==> src/rtl/mcp3202_adc_reader.sv <==
`timescale 1ns/1ps
// MCP3202 free-running SPI reader: single-ended conversions on a fixed
// channel, each 12-bit result published with a one-cycle valid strobe.
module mcp3202_adc_reader #(
    parameter int SCLK_HALF   = 16,
    parameter int IDLE_CYCLES = 10,
    parameter int CHANNEL     = 0
) (
    input  logic        sys_clk,
    input  logic        sys_reset_n,
    output logic        spi_clk,
    input  logic        spi_miso,
    output logic        spi_mosi,
    output logic        spi_cs_n,
    output logic [11:0] sensor_reading,
    output logic        reading_valid
);

    localparam int HW = $clog2(SCLK_HALF + 1);
    localparam int IW = $clog2(IDLE_CYCLES + 1);
    localparam logic [HW-1:0] HALF_LAST = HW'(SCLK_HALF - 1);
    localparam logic [IW-1:0] IDLE_LAST = IW'(IDLE_CYCLES - 1);
    localparam logic          ODD_BIT   = CHANNEL[0];

    typedef enum logic {
        IDLE,
        XFER
    } state_t;

    state_t        state;
    logic [HW-1:0] half_cnt;
    logic [IW-1:0] idle_cnt;
    logic [4:0]    bit_cnt;
    logic [2:0]    cmd_sr;
    logic [11:0]   shreg;

    always_ff @(posedge sys_clk or negedge sys_reset_n) begin
        if (!sys_reset_n) begin
            state          <= IDLE;
            half_cnt       <= '0;
            idle_cnt       <= '0;
            bit_cnt        <= '0;
            cmd_sr         <= '0;
            shreg          <= '0;
            spi_clk        <= 1'b0;
            spi_mosi       <= 1'b0;
            spi_cs_n       <= 1'b1;
            sensor_reading <= '0;
            reading_valid  <= 1'b0;
        end else begin
            reading_valid <= 1'b0;
            unique case (state)
                IDLE: begin
                    spi_cs_n <= 1'b1;
                    spi_clk  <= 1'b0;
                    if (idle_cnt == IDLE_LAST) begin
                        // Frame start: start bit goes out with CS falling
                        idle_cnt <= '0;
                        half_cnt <= '0;
                        bit_cnt  <= '0;
                        state    <= XFER;
                        spi_cs_n <= 1'b0;
                        spi_mosi <= 1'b1;
                        cmd_sr   <= {1'b1, ODD_BIT, 1'b1};
                    end else begin
                        idle_cnt <= idle_cnt + IW'(1);
                    end
                end
                XFER: begin
                    if (half_cnt == HALF_LAST) begin
                        half_cnt <= '0;
                        if (!spi_clk) begin
                            spi_clk <= 1'b1;
                            bit_cnt <= bit_cnt + 5'd1;
                            // k=6..17 carry B11..B0
                            if (bit_cnt >= 5'd5)
                                shreg <= {shreg[10:0], spi_miso};
                        end else begin
                            spi_clk <= 1'b0;
                            if (bit_cnt == 5'd17) begin
                                spi_cs_n       <= 1'b1;
                                spi_mosi       <= 1'b0;
                                sensor_reading <= shreg;
                                reading_valid  <= 1'b1;
                                state          <= IDLE;
                            end else begin
                                spi_mosi <= cmd_sr[2];
                                cmd_sr   <= {cmd_sr[1:0], 1'b0};
                            end
                        end
                    end else begin
                        half_cnt <= half_cnt + HW'(1);
                    end
                end
            endcase
        end
    end

endmodule

==> config.mk <==
export PLATFORM = sky130hd
export DESIGN_NAME = mcp3202_adc_reader
export DESIGN_NICKNAME = d
export VERILOG_FILES = /design/src/rtl/mcp3202_adc_reader.sv
export SDC_FILE = /design/constraint.sdc
export NUM_CORES = 1
export LEC_CHECK = 0
export BUFFER_PORTS_ARGS = -buffer_cell sky130_fd_sc_hd__buf_2
export CAP_MARGIN = 30
export CORE_MARGIN = 1
export CORE_UTILIZATION = 40
export DETAILED_ROUTE_END_ITERATION = 16
export GPL_TIMING_DRIVEN = 0
export PLACE_DENSITY_LB_ADDON = 0.1
export SYNTH_ARGS = -nofsm -noshare
export SYNTH_HDL_FRONTEND = slang
export SYNTH_SLANG_ARGS = --single-unit
==> constraint.sdc <==
create_clock -name sys_clk -period 5.13 [get_ports sys_clk]
set_clock_uncertainty 0.05 [all_clocks]
set_input_delay 0.2565 -clock sys_clk [delete_from_list [all_inputs] [get_ports sys_clk]]
set_output_delay 0.2565 -clock sys_clk [all_outputs]
set_load 0.005 [all_outputs]
======== After elaboration in Yosys (flattened, before gate mapping) ========
Index checks and enable logic that the tools add are counted.
storage, ports and cells
  register bits ........................... 46
  word-level logic and storage cells ...... 66
cells by class
  add/subtract/negate cells ............... 3
  order comparisons ....................... 1
  equality and inequality tests ........... 9
  multiplexer cells ....................... 34
  bitwise operators ....................... 2
  reduce and logical (&&, ||, !) cells .... 6
operators with widths
  cell                                                                                 number
  5-bit two-way mux                                                                    4
  5-bit one-hot mux with 2 select lines                                                2
  1-bit two-way mux                                                                    18
  3-bit two-way mux                                                                    4
  4-bit AND reduction                                                                  3
  5-bit by 1-bit adder with 5-bit output, second input constant                        2
  3-bit AND reduction                                                                  3
  2-bit inequality test, second input constant                                         4
  1-bit one-hot mux with 2 select lines                                                4
  3-bit one-hot mux with 2 select lines                                                1
  5-bit by 4-bit equality test with 1-bit output, second input constant                1
  5-bit equality test, second input constant                                           1
  5-bit by 3-bit greater-or-equal comparator with 1-bit output, second input constant  1
  4-bit by 1-bit adder with 4-bit output, second input constant                        1
  4-bit equality test, second input constant                                           1
  4-bit two-way mux                                                                    1
  2-bit by 1-bit inequality test with 1-bit output, second input constant              2
  1-bit NOT                                                                            2

======== Depth between registers and ports, before layout ========
  depth after elaboration ................. 5
  mapped depth ............................ 6
  mapped depth without buffers ............ 5

======== Worst setup path before layout ========
No wires, ideal clock.
  path type ............................... register -> register
  from .................................... register bit_cnt[1]
  to ...................................... register sensor_reading[2]
  arrival ................................. 1.610 ns
  required time ........................... 4.955 ns
  setup slack ............................. 3.344 ns
  stages on the path, launching flop included .. 7
  path buffers ............................ 1
  period minus slack after synthesis ...... 1.786 ns
  cell sequence ........................... dfrtp_1 inv_1 ha_1 nand4bb_4 nor3_4 buf_8 mux2_4
between the ends
  longest elaborated chain between the ends .. 2
RTL lines
  item                                  RTL line  text
  start: declaration                    33        logic [4:0] bit_cnt;
  start signal: assignment              74        bit_cnt <= bit_cnt + 5'd1;
  5-bit equality test                   80        if (bit_cnt == 5'd17) begin
  4-bit AND reduction (no source line)  -
  end signal: assignment                83        sensor_reading <= shreg;
  end: declaration                      15        output logic [11:0] sensor_reading,
Every way passes these cells.
A chain may end at the register's enable or synchronous reset.

======== Final worst setup path ========
Same ends and word-level chain as after synthesis.

==> flow_metrics.tcl <==
set metrics [dict create \
    start_util_pct 42.9 \
    avgSynthCellArea_sq_um 13.3 \
    powerDensity_nw_per_um2 265 \
    leakage_nw 1.15 \
    final-setup-viol-count 0 \
    netlist_area_sq_um 2090 \
    finalSetupTns_ns 0 \
    holdCritPathClass "in -> reg" \
    rsz0062_at_grt "false" \
    max-cap-violations 0 \
    die_h_um 74.4 \
    cts_made_buffers 5 \
    start_kind "register" \
    synth.area.top_cells "dfrtp_1 (54%), mux2_2 (9.1%), mux2_4 (5.0%)" \
    dp_hpwl_mm 2.63 \
    cts_setup_buffers 0 \
    yosysWarnings 0 \
    cts-resized-gates 0 \
    place_congestion 0.775 \
    clk_pin_slew_ns 0.09 \
    yosysTopAreaCell "dfrtp_1" \
    max_freq_ghz 0.495 \
    drv_slew 0 \
    cts.sinks 46 \
    ys_ff_latch 46 \
    antenna_found_initial 0 \
    vias 1348 \
    placeableCoreArea_sq_um 4880 \
    post-route-util_pct 49.5 \
    finalCriticalPeriod_ns 2.02 \
    timing_hold_violations_final 0 \
    drive_gt1_share_pct 32.3 \
    drt_iter0_markers 67 \
    synth_edf_count 0 \
    outcome "completed" \
    fill_cells 450 \
    area_delta_synth_final_pct 15.4 \
    overflow 0 \
    period_share_pct 39.3 \
    worstSetupPathType "reg -> reg" \
    insertedDiodeCount 0 \
    nets 191 \
    dieArea_sq_um 5530 \
    ios 19 \
    wl_mm 3.73 \
    cts_tree "built" \
    grt_max_degree 25 \
    wl_per_cell_um 14.7 \
    netlist_top_cells_count "dfrtp_1 (45), mux2_2 (17), o21ai_0 (8)" \
    synth_top_area_share_pct 53.8 \
    htree_levels 2 \
    clock_latency_ns 0.29 \
    synth_flop_cell "dfrtp_1" \
    cts-hold-fix-buffers 1 \
    row_count 25 \
    first_global_vias 1300 \
    grt_util_all_layers_pct 15.4 \
    root_buffer "clkbuf_8" \
    synth_most_common_cell "dfrtp_1" \
    port-buffer-count 18 \
    die_w_um 74.4 \
    finalPower_mw 0.640 \
    worstPathRequired_ns 5.26 \
    cp_max_fo 10 \
    cts_buffer_depth 2 \
    ys_async_sr_fraction_pct 100 \
    grt_pass1_wl_mm 6.27 \
    worstMarginPinSlew_ns 0.571 \
    ant_nets 0 \
    synth_nets 164 \
    ys_types 45 \
    crit_arrival_ns 2.15 \
    ir_worst_vdd_uv 193 \
    end_kind "register" \
    syn_inst 158 \
    remaining_drc_errors 0 \
    relSlewSlack_pct 61.9 \
    viasPerCell 5.33 \
    drt_first_pass_iters 4 \
    yosysSeqAreaShare_pct 55.0 \
]
[kinds of logic (layout without fill, tap and decap cells)]
kind of cell	Yosys count	after routing	share of synthesized area, %
adders and majority gates	3	3	1.79
and+or+nand+nor	33	33	11.4
muxes	26	26	15.1
AOI/OAI and AO/OA	34	34	11.6
xor gates and xnor gates	4	4	1.67
DFF	46	46	55.0
buffers and inverters	12	40	3.41
[worst paths after layout]
path	startpoint	endpoint	slack (ns)	cells after the start
max in group asynchronous	sys_reset_n	spi_cs_n	4.02	3
worst min-delay path	spi_miso	shreg[0]	0.15	2
min in group asynchronous	sys_reset_n	reading_valid	0.43	2
worst max-delay path	bit_cnt[1]	sensor_reading[2]	3.11	6
worst max register to register	bit_cnt[1]	sensor_reading[2]	3.11	6
worst min register to register	sensor_reading[11]	sensor_reading[11]	0.45	1
[where the power goes]
group | total [mW] | internal, mW | switching [mW]
Combinational | 0.0104 | 0.00315 | 0.00728
Sequential | 0.362 | 0.362 | 0
Clock | 0.268 | 0.145 | 0.122
[layout by cell type (no fill, tap or decap), types with 2 or more instances in the layout]
| cell | synthesis | routed |
|---|---|---|
| o31ai_1 | 3 | 3 |
| a21o_1 | 3 | 3 |
| a31oi_1 | 2 | 2 |
| nand2_1 | 7 | 7 |
| o21ai_0 | 8 | 8 |
| clkbuf_8 | 0 | 5 |
| dfrtp_1 | 45 | 45 |
| mux2i_1 | 2 | 2 |
| buf_6 | 2 | 2 |
| mux2_2 | 17 | 17 |
| ha_1 | 3 | 3 |
| a22o_1 | 2 | 2 |
| buf_2 | 0 | 18 |
| a32o_1 | 2 | 2 |
| mux2_4 | 7 | 7 |
| a22oi_1 | 2 | 2 |
| xnor2_1 | 3 | 3 |
| inv_1 | 7 | 7 |
| clkbuf_1 | 2 | 3 |
| nand2b_1 | 4 | 4 |
| nor3_1 | 4 | 4 |
| nor2_1 | 3 | 3 |
| nand3_1 | 3 | 3 |
| a21oi_1 | 3 | 3 |
| a211oi_1 | 2 | 2 |
[sequential cells by signal, indices dropped and copies added, names as in the netlist]
signal and cells:
reading_valid 1, cmd_sr 3, sensor_reading 12, spi_mosi 1
shreg 12, half_cnt 5, idle_cnt 4, state 1
spi_cs_n 1, spi_clk 1, bit_cnt 5
[per-stage QoR]
step	std cells	cell area [sq um]	setup WS, ns	hold WS, ns
final	253	2420	3.11	0.148
after global routing	253	2420	3.00	0.140
after CTS	253	2420	3.09	0.137
after detailed placement	244	2300	3.11	0.245
after global placement	243	2270	3.15	0.419
after floorplan	158	2090	3.34	-0.0891
[routing by layer]
layer	part of all wire [%]	wire length, um	up-vias	GRT usage, %
li1	-	-	641	-
met1	48	1780	679	20.2
met2	47	1760	24	24.4
met3	3.4	128	4	4.07
met4	1.5	57	0	6.29
met5	0	0	-	0
[area by class of cell]
cell class | count | area, sq um | area share [%]
Buffer | 5 | 45.0 | 1.86
Clock buffer | 6 | 72.6 | 3.00
Clock inverter | 2 | 37.5 | 1.55
Inverter | 7 | 26.3 | 1.09
Multi-Input combinational cell | 100 | 871 | 36.0
Sequential cell | 46 | 1150 | 47.7
Tap cell | 67 | 83.8 | 3.47
Timing Repair Buffer | 20 | 128 | 5.28
[critical path, stage by stage, from the launching register on]
cell and delay [ns]:
dfrtp_1 0.42, inv_1 0.09, ha_1 0.23, nand4bb_4 0.17, nor3_4 0.42, buf_8 0.22, mux2_4 0.31
No activity file was read; power rests on OpenSTA's default activity.
